$ cat config.mk
export PLATFORM = sky130hd
export DESIGN_NAME = interleaver_pass_sequencer
export DESIGN_NICKNAME = d
export VERILOG_FILES = /design/src/rtl/interleaver_pass_sequencer.sv
export SDC_FILE = /design/constraint.sdc
export NUM_CORES = 1
export LEC_CHECK = 0
export BUFFER_PORTS_ARGS = -buffer_cell sky130_fd_sc_hd__clkbuf_2
export CAP_MARGIN = 25
export CORE_MARGIN = 4
export CORE_UTILIZATION = 50
export CTS_BUF_LIST = sky130_fd_sc_hd__clkbuf_4
export DETAILED_ROUTE_END_ITERATION = 8
export GPL_ROUTABILITY_DRIVEN = 0
export PLACE_DENSITY = 0.77
export SETUP_SLACK_MARGIN = 0.1
export SLEW_MARGIN = 20
export SYNTH_ARGS = -nofsm -noshare
export SYNTH_HDL_FRONTEND = slang
export SYNTH_SLANG_ARGS = --single-unit
$ cat constraint.sdc
create_clock -name clk_i -period 3.2 [get_ports clk_i]
set_clock_uncertainty 0.05 [all_clocks]
set_input_delay 0.16 -clock clk_i [delete_from_list [all_inputs] [get_ports clk_i]]
set_output_delay 0.16 -clock clk_i [all_outputs]
set_load 0.02 [all_outputs]
$ cat src/rtl/interleaver_pass_sequencer.sv
// interleaver_pass_sequencer
//
// Purpose:
//   Sequences interleaver address generation for one code block. After an
//   accepted start it latches the block size. It then walks 8 offset passes,
//   one offset at a time. Within each pass it steps the row index from 0 to
//   R-1 and emits addr = {row, offset} over a valid/ready handshake.
//
// Ports:
//   clk_i           clock
//   reset_i         synchronous, active-high reset
//   start_i         request to sequence one block (honoured only in IDLE)
//   block_size_i    0 = small block (132 rows), 1 = large block (768 rows)
//   addr_ready_i    downstream accepts addr_o this cycle
//   addr_o          {row, offset}
//   addr_valid_o    addr_o is valid (RUN state)
//   last_in_pass_o  addr_o is the last row of the current pass
//   last_in_block_o addr_o is the last address of the block
//   pass_done_o     one-cycle pulse after the last handshake of each pass
//   done_o          one-cycle pulse after the last handshake of the block
//   busy_o          high from the cycle after start through the done cycle
module interleaver_pass_sequencer #(
  parameter int ROW_W      = 10,
  parameter int OFF_W      = 3,
  parameter int SMALL_ROWS = 132,
  parameter int LARGE_ROWS = 768
) (
  input  logic                   clk_i,
  input  logic                   reset_i,
  input  logic                   start_i,
  input  logic                   block_size_i,
  input  logic                   addr_ready_i,
  output logic [ROW_W+OFF_W-1:0] addr_o,
  output logic                   addr_valid_o,
  output logic                   last_in_pass_o,
  output logic                   last_in_block_o,
  output logic                   pass_done_o,
  output logic                   done_o,
  output logic                   busy_o
);

  typedef enum logic [1:0] {
    IDLE,
    RUN,
    DONE
  } state_t;

  localparam logic [ROW_W-1:0] SMALL_LAST = ROW_W'(SMALL_ROWS - 1);
  localparam logic [ROW_W-1:0] LARGE_LAST = ROW_W'(LARGE_ROWS - 1);

  state_t             state_q;
  logic [ROW_W-1:0]   row_q;
  logic [OFF_W-1:0]   off_q;
  logic               large_q;
  logic               passDone_q;
  logic               done_q;

  logic [ROW_W-1:0]   rowLast;
  logic               rowEnd;
  logic               offEnd;
  logic               handshake;

  // The latched size selects the last row index for every pass of the block.
  assign rowLast   = large_q ? LARGE_LAST : SMALL_LAST;
  assign rowEnd    = (row_q == rowLast);
  assign offEnd    = (off_q == '1);
  assign handshake = (state_q == RUN) && addr_ready_i;

  assign addr_o          = {row_q, off_q};
  assign addr_valid_o    = (state_q == RUN);
  assign busy_o          = (state_q != IDLE);
  assign last_in_pass_o  = (state_q == RUN) && rowEnd;
  assign last_in_block_o = (state_q == RUN) && rowEnd && offEnd;
  assign pass_done_o     = passDone_q;
  assign done_o          = done_q;

  // Single sequencer: the row steps on each handshake. On the last row the
  // offset advances, with no bubble between passes. The final handshake
  // moves to DONE. row and offset return to zero there, so addr is 0 outside RUN.
  always_ff @(posedge clk_i) begin
    if (reset_i) begin
      state_q    <= IDLE;
      row_q      <= '0;
      off_q      <= '0;
      large_q    <= 1'b0;
      passDone_q <= 1'b0;
      done_q     <= 1'b0;
    end else begin
      passDone_q <= 1'b0;
      done_q     <= 1'b0;
      case (state_q)
        IDLE: begin
          if (start_i) begin
            large_q <= block_size_i;
            row_q   <= '0;
            off_q   <= '0;
            state_q <= RUN;
          end
        end
        RUN: begin
          if (handshake) begin
            if (!rowEnd) begin
              row_q <= row_q + 1'b1;
            end else begin
              row_q      <= '0;
              passDone_q <= 1'b1;
              if (offEnd) begin
                off_q   <= '0;
                done_q  <= 1'b1;
                state_q <= DONE;
              end else begin
                off_q <= off_q + 1'b1;
              end
            end
          end
        end
        DONE: begin
          state_q <= IDLE;
        end
        default: begin
          state_q <= IDLE;
        end
      endcase
    end
  end

endmodule
==> Word-level counts from Yosys, hierarchy flattened <==
Cells that the tools add are included.
{ "classes": {"add_sub_neg": 2, "n_eq_ne": 7, "n_mux": 17, "n_bitwise": 3, "reduce_logical": 12} }
{ "ops": {"columns": ["operator", "count"], "rows": [
  ["$mux W10", 4],
  ["$pmux W10 S2", 1],
  ["$mux W3", 4],
  ["$add A10 B1 Y10 const B", 1],
  ["$eq A10 B10 Y1", 1],
  ["$mux W2", 4],
  ["$reduce_and A4 Y1", 2],
  ["$ne A2 B1 Y1 const B", 3],
  ["$pmux W3 S2", 1],
  ["$pmux W2 S2", 1],
  ["$reduce_bool A2 Y1", 2],
  ["$reduce_or A4 Y1", 1],
  ["$add A3 B1 Y3 const B", 1],
  ["$eq A3 B3 Y1 const B", 1],
  ["$logic_and A1 B1 Y1", 3],
  ["$not A1 Y1", 3],
  ["$reduce_and A3 Y1", 1],
  ["$reduce_or A3 Y1", 1],
  ["$eq A2 B1 Y1 const B", 1],
  ["$logic_not A2 Y1", 1],
  ["$mux W1", 2],
  ["$ne A2 B2 Y1 const B", 1],
  ["$reduce_and A2 Y1", 1]
]} }
{ "totals": {"register_bits": 18, "inputBits": 5, "output_inout_bits": 19, "wordCells": 47} }

==> Logic depth before layout (Yosys ltp) <==
Gate-level depths: netlist of the first run.
{ "depth": {"word_depth": 5, "ltp_mapped": 6, "mapped_depth_nobuf": 4} }

==> Worst setup path after synthesis of the first run <==
No wires, ideal clock.
{ "synth_path": {"path_type": "register to output", "startpoint": "register row_q[3]", "endpoint": "output last_in_block_o", "t_arrival_ps": 2065, "t_required_ps": 2990, "path_slack_ps": 925, "path_stages_with_launch": 6, "path_buffers": 1, "path_cell_list": "dfxtp_1 -> and4_1 -> a22oi_1 -> clkbuf_1 -> nor3_1 -> and2_1"} }
{ "synth_between": {"elab_chain_cells": 3} }
{ "synth_rtl": {"columns": ["element", "line_no", "source"], "rows": [
  ["start: declaration", "52", "logic [ROW_W-1:0] row_q;"],
  ["start signal: assignment", "103", "row_q <= row_q + 1'b1;"],
  ["$eq A10 B10 Y1", "65", "assign rowEnd = (row_q == rowLast);"],
  ["$logic_and A1 B1 Y1", null, null],
  ["via last_in_pass_o", "35", "output logic last_in_pass_o,"],
  ["$logic_and A1 B1 Y1", "73", "assign last_in_block_o = (state_q == RUN) && rowEnd && offEnd;"],
  ["end: declaration", "36", "output logic last_in_block_o,"]
]} }
The timed path passes the listed nets, and every way through them passes these cells.

==> Final worst setup path of the first run <==
{ "layout_path": {"startpoint": "register row_q[0]", "endpoint": "output last_in_block_o"} }
{ "layout_between": {"elab_chain_cells": 3} }
{ "layout_rtl": {"columns": ["element", "line_no"], "rows": [
  ["$eq A10 B10 Y1", "65"],
  ["$logic_and A1 B1 Y1 (2 in a row)", "73"]
]} }
Every way passes these cells.

==> results of run 1 <==
## synth_stat cells, types with 2 or more instances
cell type	number	area share, %
and2_1	2	1.3
o21ai_0	3	1.6
nor2_1	7	2.8
clkbuf_1	3	1.2
nor4b_1	2	1.9
a21oi_1	4	2.1
dfxtp_1	18	38
o211ai_1	2	1.6
or4_1	3	2.4
nor3_1	4	2.1
nand4_1	2	1.3
inv_1	3	1.2
or2_2	2	1.3
or3_1	3	2.0
o2111ai_1	4	3.7
nand3_1	8	4.3
and3_1	5	3.3
xnor2_1	2	1.9
nor4_1	2	1.3
ha_1	3	4.0
nor3b_1	2	1.6
mux2i_1	2	2.1
a32o_1	3	3.2
buf_2	2	1.1
nand2_1	6	2.4
## through the flow
| step | std cells | hold WS [ns] | setup WS [ns] |
|---|---|---|---|
| after floorplan | 109 | 0.182 | 0.925 |
| after global placement | 153 | 0.345 | 1.37 |
| after detailed placement | 153 | 0.356 | 1.28 |
| after CTS | 157 | 0.0311 | 0.937 |
| after global routing | 157 | 0.0649 | 0.780 |
| final | 157 | 0.0401 | 0.910 |
## state kept, by name, summed over array words and instances, names as in the netlist
name / count
pass_done_o: 1
state_q: 2
done_o: 1
large_q: 1
row_q: 10
off_q: 3
## layer usage
| layer | part of all wire, % | vias up |
|---|---|---|
| li1 | - | 467 |
| met1 | 45 | 449 |
| met2 | 45 | 50 |
| met3 | 7.6 | 5 |
| met4 | 2.0 | 0 |
| met5 | 0 | - |
## how the worst max path moves through the flow
stage / to / start / slack [ns] / cells past startpoint
4_1_cts: last_in_block_o / row_q[3]$_SDFFE_PP0P_ / 0.94 / 6
5_1_grt: last_in_block_o / row_q[0]$_SDFFE_PP0P_ / 0.78 / 5
6_report: last_in_block_o / row_q[0]$_SDFFE_PP0P_ / 0.91 / 5
3_3_place_gp: last_in_block_o / row_q[3]$_SDFFE_PP0P_ / 1.37 / 6
3_5_place_dp: last_in_block_o / row_q[0]$_SDFFE_PP0P_ / 1.28 / 5
2_1_floorplan: last_in_block_o / row_q[3]$_SDFFE_PP0P_ / 0.93 / 5
## cell type report
type / instances / share of cell area, %
multi-input combinational: 83 / 49.8
sequential: 18 / 32.8
timing repair buffer: 24 / 11.2
tap: 25 / 2.85
clock buffer: 3 / 2.05
inverter: 3 / 1.03
clock inverter: 1 / 0.342
## worst max-delay path, cell delays in order, from the launching register on
cell	delay [ns]
dfxtp_1	0.42
ha_1	0.28
nand3b_1	0.38
nor3_1	0.37
and2_1	0.18
clkbuf_2	0.16
## cell families after synthesis
group / after synthesis / synth area share [%]
simple gates: 54 / 33.0
buf+inv: 8 / 3.46
xor+xnor: 2 / 1.86
flops: 18 / 38.3
compound gates: 22 / 17.2
fa+ha+maj: 3 / 4.00
mux: 2 / 2.13
## power groups by stage
stage          sequential (mW)  combinational (mW)  clock, mW
3_5_place_dp             0.237              0.0489          0
2_1_floorplan            0.238              0.0327          0
3_3_place_gp             0.237              0.0491          0
4_1_cts                  0.232              0.0491      0.123
6_report                 0.232              0.0497      0.117
5_1_grt                  0.233              0.0538      0.131
==> flow_summary_export.csv, run 1 <==
group,metric,value,unit
clock_tree,clock-root-buffer,"clkbuf_4",
timing,fin_crit,2.29,ns
floorplan,fp.dieH,51.4,um
power,power.internal,0.290,mW
synth,syn_inst,109,
global_route,first_global_vias,830,
cells_and_area,final_nets,141,
drt,first_iter_violations,32,
drt,via_per_inst,6.18,
floorplan,core-area,1750,sq um
power,peakVddDrop,0.232,mV
drt,drc,0,
synth,ys_ff_latch,18,
cells_and_area,regArea,360,sq um
timing,rsz0062_at_grt,"false",
critical_path,critPathLaunchType,"flop",
synth,synth_flop_cell,"dfxtp_1",
clock_tree,cts_hold_buf,0,
synth,ys_warn_count,0,
cells_and_area,final_area,1100,sq um
clock_tree,ctsHtreeMaxLevel,1,
global_route,grt_max_degree,15,
power,netSwitchingPower,0.109,mW
drt,routed_wl,2250,um
power,pwr-share-clk,29.4,%
floorplan,io_pins,24,
power,p_seq_share,58.2,%
placed_design,post_dp_cell_area,1070,sq um
critical_path,path_class,"flop to primary output",
drt,dr.pass1.iters,4,
global_route,grtUsageMet3,2.62,%
synth,synth_edf_count,0,
drt,routedWlPerCell,14.3,um
critical_path,end_kind,"primary output",
synth,yosysUniqueCellTypes,37,
drt,vias,971,
global_route,gr-usage-all-layers,17.8,%
clock_tree,clk_pin_slew_worst_paths,0.11,ns
status,status,"finished, final reports clean",
worst_hold_path,whs_endpoint,"large_q$_SDFFE_PP0P_",
placed_design,dp_hpwl,1670,um
global_route,top_usage_layer,"met2",
timing,fin_tns_setup,0,ns
cells_and_area,final_common_cell,"clkbuf_2",
floorplan,start_util,53.8,%
global_route,antenna_found_initial,0,
cells_and_area,areaGrowthSynthToFinish,16.9,%
power,switching_share,27.3,%
timing,slew_violations,0,
drt,ant_nets,0,
power,p_leak,0.470,nW
timing,slew_headroom,63.6,%
critical_path,crit_required,2.99,ns
critical_path,reg2reg_depth,5,
clock_tree,cts.sinks,18,
synth,ys_async_sr_fraction,0,%
clock_tree,cts_tree,"done",
global_route,gr-usage-met2,26.0,%
clock_tree,clk_latency,0.30,ns
power,p_comb_share,12.5,%
placed_design,io_buffers,23,
clock_tree,ctsResizeCount,0,
cells_and_area,drive_gt1_share,22.0,%
clock_tree,cts_buffers,3,
job,maxCapViolCount,0,
clock_tree,postCtsSetupRepairBufs,0,
timing,finalHoldViolations,0,
synth,synthesis.area,940,sq um
cells_and_area,layout_common_cells,"clkbuf_2 (23), dfxtp_1 (18), nand3_1 (8)",
floorplan,die_x,51.4,um
critical_path,r2r-end,"state_q[1]$_SDFFE_PP0P_",
worst_hold_path,holdCritPathClass,"input port to flop",
power,powerDensity,363,nW/um^2
floorplan,rows,15,
timing,max_freq,0.437,GHz
clock_tree,cts_max_path_buffers,2,
global_route,grt_pass1_wl,3560,um
critical_path,worst-path-max-fanout,12,
timing,max_slew.worst_pin.slew,0.541,ns
synth,yosysSeqAreaShare,38.3,%
worst_hold_path,worstHoldStart,"block_size_i",
power,power,0.399,mW
critical_path,arrival,2.08,ns
cells_and_area,fillers,181,
floorplan,dieArea,2640,sq um
cells_and_area,diodes,0,
critical_path,rrSetupSlack,1.25,ns
cells_and_area,multi_input_area,547,sq um
synth,avgSynthCellArea,8.62,sq um
timing,setup_viol,0,
critical_path,reg2reg_from,"row_q[3]$_SDFFE_PP0P_",
worst_hold_path,min_path_cells,3,
cells_and_area,final_util,62.9,%
timing,period_share,71.6,%
global_route,grt-ovfl-total,0,
global_route,globalRouteMet1Util,23.9,%
synth,syn_nets,117,
(Power assumes the default switching activity.)
==> run 2, diff against run 1 <==
==> constraint.sdc (replaced) <==
create_clock -name clk_i -period 2.2 [get_ports clk_i]
set_clock_uncertainty 0.05 [all_clocks]
set_input_delay 0.11 -clock clk_i [delete_from_list [all_inputs] [get_ports clk_i]]
set_output_delay 0.11 -clock clk_i [all_outputs]
set_load 0.02 [all_outputs]
==> run 2 against run 1 <==
  * Utilization up 2.0 points
  * Critical path type unchanged
  * Routed wire length up 6.2%
  * Largest cell class unchanged
  * Total power up 45%
  * Critical endpoint unchanged
  * Clock power increased by 44%
==> flow_summary_export.csv, run 2 (synthesized netlist as in run 1, its figures left out) <==
group,metric,value,unit
status,status,"finished, final reports clean",
global_route,gr-usage-all-layers,19.6,%
power,p_leak,0.484,nW
power,peakVddDrop,0.344,mV
timing,max_freq,0.505,GHz
placed_design,dp_hpwl,1780,um
clock_tree,clock-root-buffer,"clkbuf_4",
cells_and_area,drive_gt1_share,28.4,%
floorplan,rows,15,
clock_tree,clk_latency,0.29,ns
power,switching_share,27.4,%
global_route,first_global_vias,845,
timing,slew_headroom,66.7,%
clock_tree,clk_pin_slew_worst_paths,0.10,ns
global_route,grt-ovfl-total,0,
clock_tree,cts_max_path_buffers,2,
floorplan,start_util,53.8,%
critical_path,arrival,1.82,ns
power,power.internal,0.420,mW
timing,max_slew.worst_pin.slew,0.486,ns
global_route,antenna_found_initial,0,
cells_and_area,final_common_cell,"clkbuf_2",
drt,routedWlPerCell,15.0,um
cells_and_area,diodes,0,
floorplan,dieArea,2640,sq um
job,maxCapViolCount,0,
worst_hold_path,holdCritPathClass,"input port to flop",
placed_design,dp_cells,154,
timing,fin_tns_setup,0,ns
timing,slew_violations,0,
cells_and_area,final_nets,143,
cells_and_area,layout_common_cells,"clkbuf_2 (23), dfxtp_1 (14), nand3_1 (8)",
drt,routed_wl,2390,um
power,p_seq_share,58.0,%
timing,finalHoldViolations,0,
cells_and_area,regMostFlops,"row_q",
drt,ant_nets,0,
drt,drc,0,
timing,period_share,90.0,%
power,pwr-share-clk,29.1,%
floorplan,fp.dieH,51.4,um
clock_tree,cts_buffers,3,
cells_and_area,final_cells,159,
worst_hold_path,min_path_cells,3,
critical_path,path_class,"flop to primary output",
drt,dr.pass1.iters,4,
timing,fin_crit,1.98,ns
power,netSwitchingPower,0.158,mW
floorplan,core-area,1750,sq um
cells_and_area,largest_register_ffs,10,
critical_path,crit_required,2.04,ns
critical_path,reg2reg_depth,4,
floorplan,io_pins,24,
clock_tree,ctsHtreeMaxLevel,1,
cells_and_area,reg_top3,"row_q: 10 flops, off_q: 3 flops, state_q: 2 flops",
critical_path,worst-path-max-fanout,12,
clock_tree,cts.sinks,18,
cells_and_area,areaGrowthSynthToFinish,20.6,%
clock_tree,cts_hold_buf,0,
critical_path,end_kind,"primary output",
drt,vias,985,
floorplan,die_x,51.4,um
power,powerDensity,510,nW/um^2
placed_design,io_buffers,23,
timing,rsz0062_at_grt,"false",
critical_path,critPathLaunchType,"flop",
timing,setup_viol,0,
drt,first_iter_violations,22,
global_route,grt_pass1_wl,3800,um
power,p_comb_share,12.8,%
global_route,grt_max_degree,15,
drt,via_per_inst,6.19,
clock_tree,cts_tree,"done",
-- run 2: changes by cell type in the layout (fill, tap and decap cells not counted) --
cell	before	now
and4_2	0	1
nor4_1	2	1
and4_1	1	0
nor4_2	0	1
dfxtp_4	0	1
buf_4	1	3
dfxtp_1	18	14
nor3_1	4	3
dfxtp_2	0	3
nor3_2	0	1
-- run 2: power groups by stage --
stage | Sequential [mW] | Clock, mW | Combinational [mW]
4_1_cts | 0.337 | 0.173 | 0.0737
3_3_place_gp | 0.344 | 0 | 0.0718
6_report | 0.336 | 0.169 | 0.0742
2_1_floorplan | 0.346 | 0 | 0.0480
5_1_grt | 0.337 | 0.188 | 0.0815
3_5_place_dp | 0.344 | 0 | 0.0733
-- run 2: final timing paths --
path                            from                     to  slack (ns)
min reg2reg    row_q[1]$_SDFFE_PP0P_  row_q[1]$_SDFFE_PP0P_        0.46
max            row_q[4]$_SDFFE_PP0P_        last_in_block_o        0.22
max reg2reg  state_q[0]$_SDFFE_PP0P_  off_q[2]$_SDFFE_PP0P_        0.34
min                     block_size_i   large_q$_SDFFE_PP0P_       0.001
-- run 2: worst max-delay path, cell delays in order, from the launching register on --
cell and delay, ns:
dfxtp_2 0.41, and4_2 0.29, a22oi_1 0.10, buf_4 0.20, nor3_2 0.21, and2_1 0.15
clkbuf_2 0.16
-- run 2: through the flow --
stage          instance area (sq um)  util (%)  hold WS [ns]  setup slack, ns  power, mW
2_1_floorplan                    945         -         0.132            0.203      0.394
3_3_place_gp                    1080      62.2         0.299            0.411      0.416
3_5_place_dp                    1080      62.2         0.312            0.350      0.418
4_1_cts                         1110      63.7       0.00181            0.115      0.584
5_1_grt                         1130      64.9        0.0153           0.0998      0.606
6_report                        1130      64.9       0.00109            0.220      0.578
-- run 2: area by class of cell --
class	instances	area, sq um
clock buffer	3	22.5
sequential	18	368
fill	154	612
clock inverter	1	3.75
inverter	3	11.3
timing repair buffer	26	138
tap	25	31.3
multi-input combinational	83	559
-- run 2: timing repair --
item                                    4_1_cts  5_1_grt
setup buffers                                 0        1
gates resized for setup                       0        7
endpoints found under the setup margin        0        2
-- run 2: layer usage --
metal	wire, um	global-route usage, %	share of wire, %	vias to the layer above
met1	1050	24.6	44	460
met2	1100	29.8	46	44
met3	164	4.37	6.9	11
met4	76	12.7	3.2	0
met5	0	0	0	-
li1	-	-	-	470
